--- src/rtl/tdm_demux_bmsce.sv ---
// De-interleaves a framed single-bit TDM stream into NCH parallel W-bit channel words.
// Latency: a channel word and its strobe appear one clock after the beat carrying its last bit.
// Backpressure: none; din_valid gates every beat and non-beat cycles hold all state.
module tdm_demux_bmsce #(
    parameter int NCH = 2,
    parameter int W   = 8
) (
    input  logic               clk,
    input  logic               rst,
    input  logic               din,
    input  logic               din_valid,
    input  logic               fsync,
    output logic [NCH*W-1:0]   ch_data,
    output logic [NCH-1:0]     ch_valid,
    output logic               frame_done,
    output logic               sync_err
);

    localparam int BW = $clog2(W + 1);
    localparam int CW = (NCH > 2) ? $clog2(NCH) : 1;
    localparam logic [BW-1:0] BIT_LAST = BW'(W - 1);
    localparam logic [CW-1:0] CH_LAST  = CW'(NCH - 1);

    typedef enum logic {
        HUNT = 1'b0,
        RECV = 1'b1
    } state_t;

    state_t             state_q,      state_d;
    logic [BW-1:0]      bit_cnt_q,    bit_cnt_d;
    logic [CW-1:0]      ch_cnt_q,     ch_cnt_d;
    // Only W-1 bits need storing: the last bit of a word comes straight from din.
    logic [W-2:0]       shift_q,      shift_d;
    logic [NCH*W-1:0]   ch_data_q,    ch_data_d;
    logic [NCH-1:0]     ch_valid_q,   ch_valid_d;
    logic               frame_done_q, frame_done_d;
    logic               sync_err_q,   sync_err_d;
    logic [W-1:0]       word;

    // Next-state: frame hunting, bit/channel counting and word completion.
    always_comb begin
        state_d      = state_q;
        bit_cnt_d    = bit_cnt_q;
        ch_cnt_d     = ch_cnt_q;
        shift_d      = shift_q;
        ch_data_d    = ch_data_q;
        ch_valid_d   = '0;
        frame_done_d = 1'b0;
        sync_err_d   = 1'b0;
        word         = {shift_q, din};

        if (din_valid) begin
            if (fsync) begin
                // A sync beat always starts a new frame; in RECV the partial frame is dropped.
                sync_err_d = (state_q == RECV);
                shift_d    = (W-1)'(din);
                bit_cnt_d  = BW'(1);
                ch_cnt_d   = '0;
                state_d    = RECV;
            end else if (state_q == RECV) begin
                shift_d = word[W-2:0];
                if (bit_cnt_q == BIT_LAST) begin
                    ch_data_d[int'(ch_cnt_q)*W +: W] = word;
                    ch_valid_d[ch_cnt_q]             = 1'b1;
                    bit_cnt_d                        = '0;
                    if (ch_cnt_q == CH_LAST) begin
                        // Each frame needs its own fsync, so go back to hunting.
                        frame_done_d = 1'b1;
                        ch_cnt_d     = '0;
                        state_d      = HUNT;
                    end else begin
                        ch_cnt_d = ch_cnt_q + 1'b1;
                    end
                end else begin
                    bit_cnt_d = bit_cnt_q + 1'b1;
                end
            end
        end
    end

    // State and output registers with synchronous reset.
    always_ff @(posedge clk) begin
        if (rst) begin
            state_q      <= HUNT;
            bit_cnt_q    <= '0;
            ch_cnt_q     <= '0;
            shift_q      <= '0;
            ch_data_q    <= '0;
            ch_valid_q   <= '0;
            frame_done_q <= 1'b0;
            sync_err_q   <= 1'b0;
        end else begin
            state_q      <= state_d;
            bit_cnt_q    <= bit_cnt_d;
            ch_cnt_q     <= ch_cnt_d;
            shift_q      <= shift_d;
            ch_data_q    <= ch_data_d;
            ch_valid_q   <= ch_valid_d;
            frame_done_q <= frame_done_d;
            sync_err_q   <= sync_err_d;
        end
    end

    assign ch_data    = ch_data_q;
    assign ch_valid   = ch_valid_q;
    assign frame_done = frame_done_q;
    assign sync_err   = sync_err_q;

endmodule

--- config.mk ---
export PLATFORM = sky130hd
export DESIGN_NAME = tdm_demux_bmsce
export DESIGN_NICKNAME = d
export VERILOG_FILES = /design/src/rtl/tdm_demux_bmsce.sv
export SDC_FILE = /design/constraint.sdc
export NUM_CORES = 1
export LEC_CHECK = 0
export CORE_MARGIN = 5
export CORE_UTILIZATION = 53
export CTS_BUF_LIST = sky130_fd_sc_hd__clkbuf_4
export DETAILED_ROUTE_END_ITERATION = 12
export MAX_ROUTING_LAYER = met4
export PLACE_DENSITY = 0.81
export REMOVE_ABC_BUFFERS = 1
export SLEW_MARGIN = 20
export SYNTH_ARGS = -nofsm -noshare
export SYNTH_HDL_FRONTEND = slang
export SYNTH_SLANG_ARGS = --single-unit
export TNS_END_PERCENT = 5
--- constraint.sdc ---
create_clock -name clk -period 1.7 [get_ports clk]
set_input_delay 0.425 -clock clk [delete_from_list [all_inputs] [get_ports clk]]
set_output_delay 0.425 -clock clk [all_outputs]
set_load 0.02 [all_outputs]
==> results.py <==
metrics = {
    "run_status": {
        "status": "finished clean",
    },
    "global_route": {
        "grt_usage_pct": 16.34,
        "grt_pass1_vias": 972,
        "grt_overflow": 0,
        "grt_max_degree": 41,
        "antenna_found_initial": 0,
        "grt_pass1_wl_um": 4202,
    },
    "timing": {
        "finalSetupViolations": 0,
        "finalHoldViolCount": 0,
        "period_minus_slack_ps": 1591,
        "finClkSkew_ps": 4.057,
        "finalWorstSetupSlack_ps": 109.4,
        "slew_violations": 0,
        "fmax_mhz": 628.7,
        "layout_worst_path_cycle_share_pct": 93.57,
        "grt_setup_unrepaired": "false",
        "worst_pin_slew_ps": 291.2,
        "relSlewSlack_pct": 80.56,
    },
    "yosys": {
        "netlist_instances": 131,
        "synth_edf_count": 0,
        "synth.top_cell.area_share_pct": 48.35,
        "synth.distinct_cells": 28,
        "yosysTopAreaCell": "dfxtp_1",
        "synth_top_family_by_area": "simple AND/OR/NAND/NOR gates",
        "ys_seq_area_share_pct": 48.35,
        "yosysWarnings": 0,
        "synth_mux_area_share_pct": 12.84,
        "ys_top_cells_by_area": "dfxtp_1 48%, mux2i_1 13%, nand2b_1 12%",
        "synth_seq_cells": 32,
        "synth_simple_gate_area_share_pct": 24.27,
        "synth_compound_area_share_pct": 8.499,
        "async_flop_share_pct": 0,
        "synthesis.area_um2": 1325,
        "avgSynthCellArea_um2": 10.11,
        "yosys.area_share.xor_xnor_pct": 0,
        "synth_flop_cell": "dfxtp_1",
        "synthAdderAreaFrac_pct": 0.9443,
    },
    "critical_path": {
        "cp_top_family": "simple AND/OR/NAND/NOR gates",
        "r2r_cells": 5,
        "crit_slowest_cell": "dfxtp_1",
        "r2r_slack_ps": 110,
        "arrival_ps": 1810,
        "path_cells": "ha_1 -> nand4b_1 -> or3_1 -> buf_4 -> mux2i_1",
        "crit_path_max_fanout": 6,
        "cp.required_ps": 1920,
        "critical_path_buf_inv_count": 1,
        "endpoint_kind": "flop",
        "cp-start-kind": "flop",
        "critPathMaxStageDelay_ps": 400,
        "reg2reg_to": "ch_data[1]$_SDFFE_PP0P_",
        "r2r_start": "bit_cnt_q[0]$_SDFFE_PP0P_",
        "worstSetupPathType": "reg -> reg",
    },
    "drt": {
        "drcViolationCount": 0,
        "detail-route-antenna-nets": 0,
        "wl_um": 2511,
        "drt-wirelength-per-cell_um": 13.15,
        "dr.pass1.iters": 4,
        "avgViaCountPerCell": 5.267,
        "vias": 1006,
        "dr.first_iter.drc_count": 29,
    },
    "floorplanning": {
        "rows": 18,
        "die_h_um": 60,
        "io-pin-count": 25,
        "core_um2": 2432,
        "start_util_pct": 54.48,
        "die_width_um": 60,
        "dieArea_um2": 3600,
    },
    "placement": {
        "placed_area_um2": 1623,
        "io_buffers": 24,
        "pre_cts_ws_ps": -147.1,
        "gp_congestion": 0.8195,
        "dp_hpwl_um": 1786,
    },
    "finish": {
        "drive_gt1_share_pct": 11.80,
        "postLayoutCellArea_um2": 1667,
        "diodes": 0,
        "area_growth_pct": 25.78,
        "fin_nets": 167,
        "final_core_util_pct": 68.52,
    },
    "clock_network": {
        "cts.path.max_buffers": 2,
        "htree_levels": 2,
        "cts-buffers-inserted": 5,
        "cts_tree": "done",
        "cts_root_buf": "clkbuf_4",
        "cts_hold_buf": 0,
        "clk_pin_slew_ps": 90,
        "cts.sinks": 32,
        "clock_latency_ps": 320,
        "cts_setup_buffers": 0,
    },
    "hold_path": {
        "worstHoldPathCells": 2,
        "hold_start": "ch_data[15]$_SDFFE_PP0P_",
        "holdCritPathClass": "reg -> reg",
        "hold_end": "ch_data[15]$_SDFFE_PP0P_",
    },
    "power_and_ir_drop": {
        "peakVddDrop_uv": 657.8,
        "power_density_nw_per_um2": 741.1,
        "leakagePower_nw": 0.7977,
        "total_power_w": 0.001235,
    },
    "run": {
        "cap_violations": 0,
    },
}
==> final cells by class <==
cell class / instances / area, um^2
timing repair buffer: 33 / 314.1
inverter: 2 / 7.507
sequential: 32 / 640.6
fill: 206 / 765.7
clock inverter: 1 / 5.005
multi-input combinational: 87 / 616.8
tap: 30 / 37.54
clock buffer: 6 / 45.04
==> cell usage after synthesis, types with 2 or more instances <==
cell type,n
dfxtp_1,32
nand2b_1,25
mux2i_1,17
nor2_1,8
a22oi_1,7
nand2_1,5
buf_4,4
clkbuf_1,4
a21oi_1,3
o21ai_0,3
or3_1,3
a31oi_1,2
inv_1,2
nand4b_1,2
==> placed cells by master (no fill, tap or decap) <==
master / instances
nand4b_1: 2
o21ai_0: 3
and3b_1: 1
nor3_4: 1
dlymetal6s2s_1: 5
and3b_2: 1
a31oi_1: 2
clkbuf_4: 6
mux2i_1: 17
dlygate4sd2_1: 15
nand2b_1: 25
or4_1: 1
buf_4: 8
dfxtp_1: 32
nor3b_1: 1
buf_12: 1
nand4_1: 1
o21ai_2: 1
clkdlybuf4s50_1: 4
inv_1: 2
nor4bb_1: 1
nor4_1: 1
a21oi_1: 3
a22oi_1: 7
a221oi_1: 1
nand3b_1: 1
nand2_1: 5
clkinv_2: 1
nor2_1: 8
or3_1: 3
ha_1: 1
==> flip-flops by register name, summed over array words and instances (netlist names) <==
| name | cells |
|---|---|
| ch_valid | 2 |
| shift_q | 7 |
| ch_data | 16 |
| ch_cnt_q | 1 |
| state_q | 1 |
| sync_err | 1 |
| bit_cnt_q | 4 |
==> power by group <==
group	switching (W)	total [W]	internal (W)	leakage, nW
Clock	0.000232	0.000400	0.000168	0.0315
Combinational	0.0000360	0.0000731	0.0000371	0.508
Sequential	0.00000747	0.000762	0.000755	0.258
Total	0.000275	0.00124	0.000960	0.798
==> how the worst max path moves through the flow <==
stage	from	to	slack [ps]	cells after the start
after floorplan	bit_cnt_q[0]$_SDFFE_PP0P_	ch_data[0]$_SDFFE_PP0P_	200	4
after global placement	din_valid	ch_data[3]$_SDFFE_PP0P_	-50	5
after detailed placement	din_valid	bit_cnt_q[3]$_SDFFE_PP0P_	-150	4
after CTS	ch_data[7]$_SDFFE_PP0P_	ch_data[7]	1	1
after global routing	bit_cnt_q[0]$_SDFFE_PP0P_	ch_cnt_q$_SDFFE_PP0P_	5	5
final	bit_cnt_q[0]$_SDFFE_PP0P_	ch_data[1]$_SDFFE_PP0P_	110	5
==> tightest hold or removal path: stages (launching register included) <==
cell	delay [ps]
dfxtp_1	320
nand2b_1	60
mux2i_1	50
==> cells by family after synthesis <==
group	Yosys count
buf+inv	12
simple gates	52
flops	32
fa+ha+maj	1
compound gates	17
mux	17
==> per-layer routing <==
layer	up-vias	wire [um]	global-route usage [%]
met5	-	0	-
met4	0	40	4.747
met3	7	128	7.127
met2	21	1231	27.16
met1	466	1111	17.55
li1	512	-	-
==> through the flow <==
stage / TNS [ps] / hold WS (ps) / instances
finish: 0 / 472.6 / 191
global route: 0 / 495.9 / 191
CTS: 0 / 478.8 / 191
detailed placement: -1458 / 461.8 / 184
global placement: -556.1 / 458.2 / 184
floorplan: 0 / 457.3 / 121
==> what timing repair did <==
action,CTS,global route
endpoints found under the setup margin,15,5
gates cloned,0,0
resized for setup,15,5
Power figures use the tool's default switching activity.
==> RTL change, RTL diff (same settings) <==
Set the parameter `W` to 16 (it was 8).
--- a/src/rtl/tdm_demux_bmsce.sv
+++ b/src/rtl/tdm_demux_bmsce.sv
@@ -3,7 +3,7 @@
 // Backpressure: none; din_valid gates every beat and non-beat cycles hold all state.
 module tdm_demux_bmsce #(
     parameter int NCH = 2,
-    parameter int W   = 8
+    parameter int W   = 16
 ) (
     input  logic               clk,
     input  logic               rst,
Ports: changed (resized ch_data); port bits go from 25 to 41. The function was not compared with the original's and may differ.
==> RTL change against the unedited design <==
  * Cell area is 71% higher
  * Setup slack improved by 5.3 ps
  * Maximum frequency up 0.33%
  * Routed wire length rose by 67%
  * Final cell count grew 70%
  * Sequential cell count rose by 25
  * Count of clock-buffer cells in the layout increased by 4
  * Area after synthesis up 73%
  * Clock skew increased by 8.0 ps
  * Power is 78% higher
  * Synthesized cell count increased by 69%
  * Critical path type is now primary input to register
  * Critical endpoint is now ch_data[14]$_SDFFE_PP0P_
  * Largest power group unchanged
==> RTL change: results (changes against the unedited design) <==
Global route
  • Vias in the first global route: 1577 (+62%)
  • GRT Total Usage: 16.6% (+0.31 points)
  • Largest net degree at the start of global routing: 74 (+80%)
  • First-pass GRT wire length: 6890 µm (+64%)

Setup path
  • CP Class: primary input to register
  • Crit path DAT: 1850 ps (+40 ps)
  • Max FO, Critical Path: 14 (+8)
  • Worst setup path endpoint: ch_data[14]$_SDFFE_PP0P_
  • CP Launch Point: din_valid
  • Largest stage delay, worst path: 580 ps (+180 ps)
  • Slowest-stage cell, CP: clkdlybuf4s50_1
  • Critical R2R Launch: bit_cnt_q[0]$_SDFFE_PP0P_

Finish
  • # fillers: 360 (+75%)
  • Nonclk buf count: 53 (+61%)
  • Clkbuf count: 10 (+4)
  • Signal buffers share of area: 17.5% (-1.3 points)
  • Register area: 1140 µm² (+78%)
  • Inverters, non-clock: 1 (-1)
  • Fraction of area in multi-input gates: 36.4% (-0.61 points)
  • Antenna diode count: 0 (unchanged)
  • Multi-Input Combinational: 146 (+68%)
  • Max reg flops: 32 (+16)
  • NumNets Final: 274 (+64%)
  • Syn-to-layout area delta: 23.7%

Routing
  • Vias/cell: 5.17 (-1.9%)
  • Iter 0 DRT Violations: 120 (+310%)
  • Vias post-DR: 1680 (+67%)
  • WL/cell: 12.9 µm (-1.7%)

Synthesis
  • Top cells by area, synth: dfxtp_1 (50%), mux2i_1 (14%), nand2b_1 (13%)
  • Synth Area in Compound Gates: 7.62% (-0.88 points)
  • Post-synthesis register bit count: 57 (+78%)
  • Multiplexer area fraction after synthesis: 14.9% (+2.0 points)
  • Sequential fraction of the synthesis area: 49.6% (+1.3 points)
  • Adder-cell area share of the yosys netlist: 0.544% (-0.40 points)
  • Synthesized area per cell: 10.4 µm² (+2.8%)
  • Fraction of registers with async set/reset: 0% (unchanged)

STA
  • Skew final: 12.0 ps (+7.98 ps)
  • Worst slew margin: 81.7% (+1.2 points)
  • F_max: 0.631 GHz (+0.33%)

CTS
  • Cells resized by post-CTS repair: 36 (+21)
  • Number of CTS-inserted buffers: 9 (+4)
  • Clock Latency Late Sink: 380 ps (+60 ps)
  • Clock transition at the registers of the reported paths: 90 ps (about the same)

Power
  • Leakage: 1.28 nW (+61%)
  • Peak supply drop: 0.503 mV (-24%)
  • Sw Ratio: 23.3% (+1.0 points)

Placed design
  • Place WS: -280 ps (-133 ps)
  • Dpl cells: 309 (+68%)
  • Post-DP HPWL: 2790 µm (+56%)

Floorplanning
  • # rows: 24 (+6)

Status
  • Outcome: finished, final reports clean
-- RTL change: cell count changes in the layout (fill, tap and decap cells not counted), sizes merged, moves of 2 or more --
cell          before  now
a22oi              7   14
buf                9   14
clkbuf             6   10
clkinv             1    6
dfxtp             32   57
dlygate4sd2       15   36
dlymetal6s2s       5    0
mux2i             17   33
nand2b            25   48
nor2               8   18
nor3b              1    3
-- RTL change: per-layer routing --
layer	track usage (%)	vias up	part of all wire [%]
met3	7.12	6	6.2
met5	-	-	0
met1	19.4	780	45
li1	-	858	-
met2	25.6	36	48
met4	5.83	0	1.1
-- RTL change: power by group through the flow --
stage | sequential, mW | combinational, mW | clock (mW)
after floorplan | 1.38 | 0.0421 | 0
after global placement | 1.38 | 0.0977 | 0
after detailed placement | 1.38 | 0.0996 | 0
after CTS | 1.35 | 0.0996 | 0.781
after global routing | 1.35 | 0.108 | 0.845
final | 1.35 | 0.0991 | 0.748
-- RTL change: worst min-delay path by stage --
stage	cells after the start	start	slack (ps)	to
global route	3	rst	480	shift_q[7]$_SDFFE_PP0P_
global placement	2	ch_data[24]$_SDFFE_PP0P_	460	ch_data[24]$_SDFFE_PP0P_
floorplan	1	bit_cnt_q[4]$_SDFFE_PP0P_	460	bit_cnt_q[4]$_SDFFE_PP0P_
CTS	3	rst	470	shift_q[12]$_SDFFE_PP0P_
detailed placement	2	ch_data[16]$_SDFFE_PP0P_	460	ch_data[16]$_SDFFE_PP0P_
finish	2	ch_data[27]$_SDFFE_PP0P_	470	ch_data[27]$_SDFFE_PP0P_
-- RTL change: worst reg2reg max path, stage by stage, from the launching register on --
cell,delay [ps]
dfxtp_1,380
ha_1,270
nand4b_2,130
or3_1,380
buf_12,180
mux2i_1,130
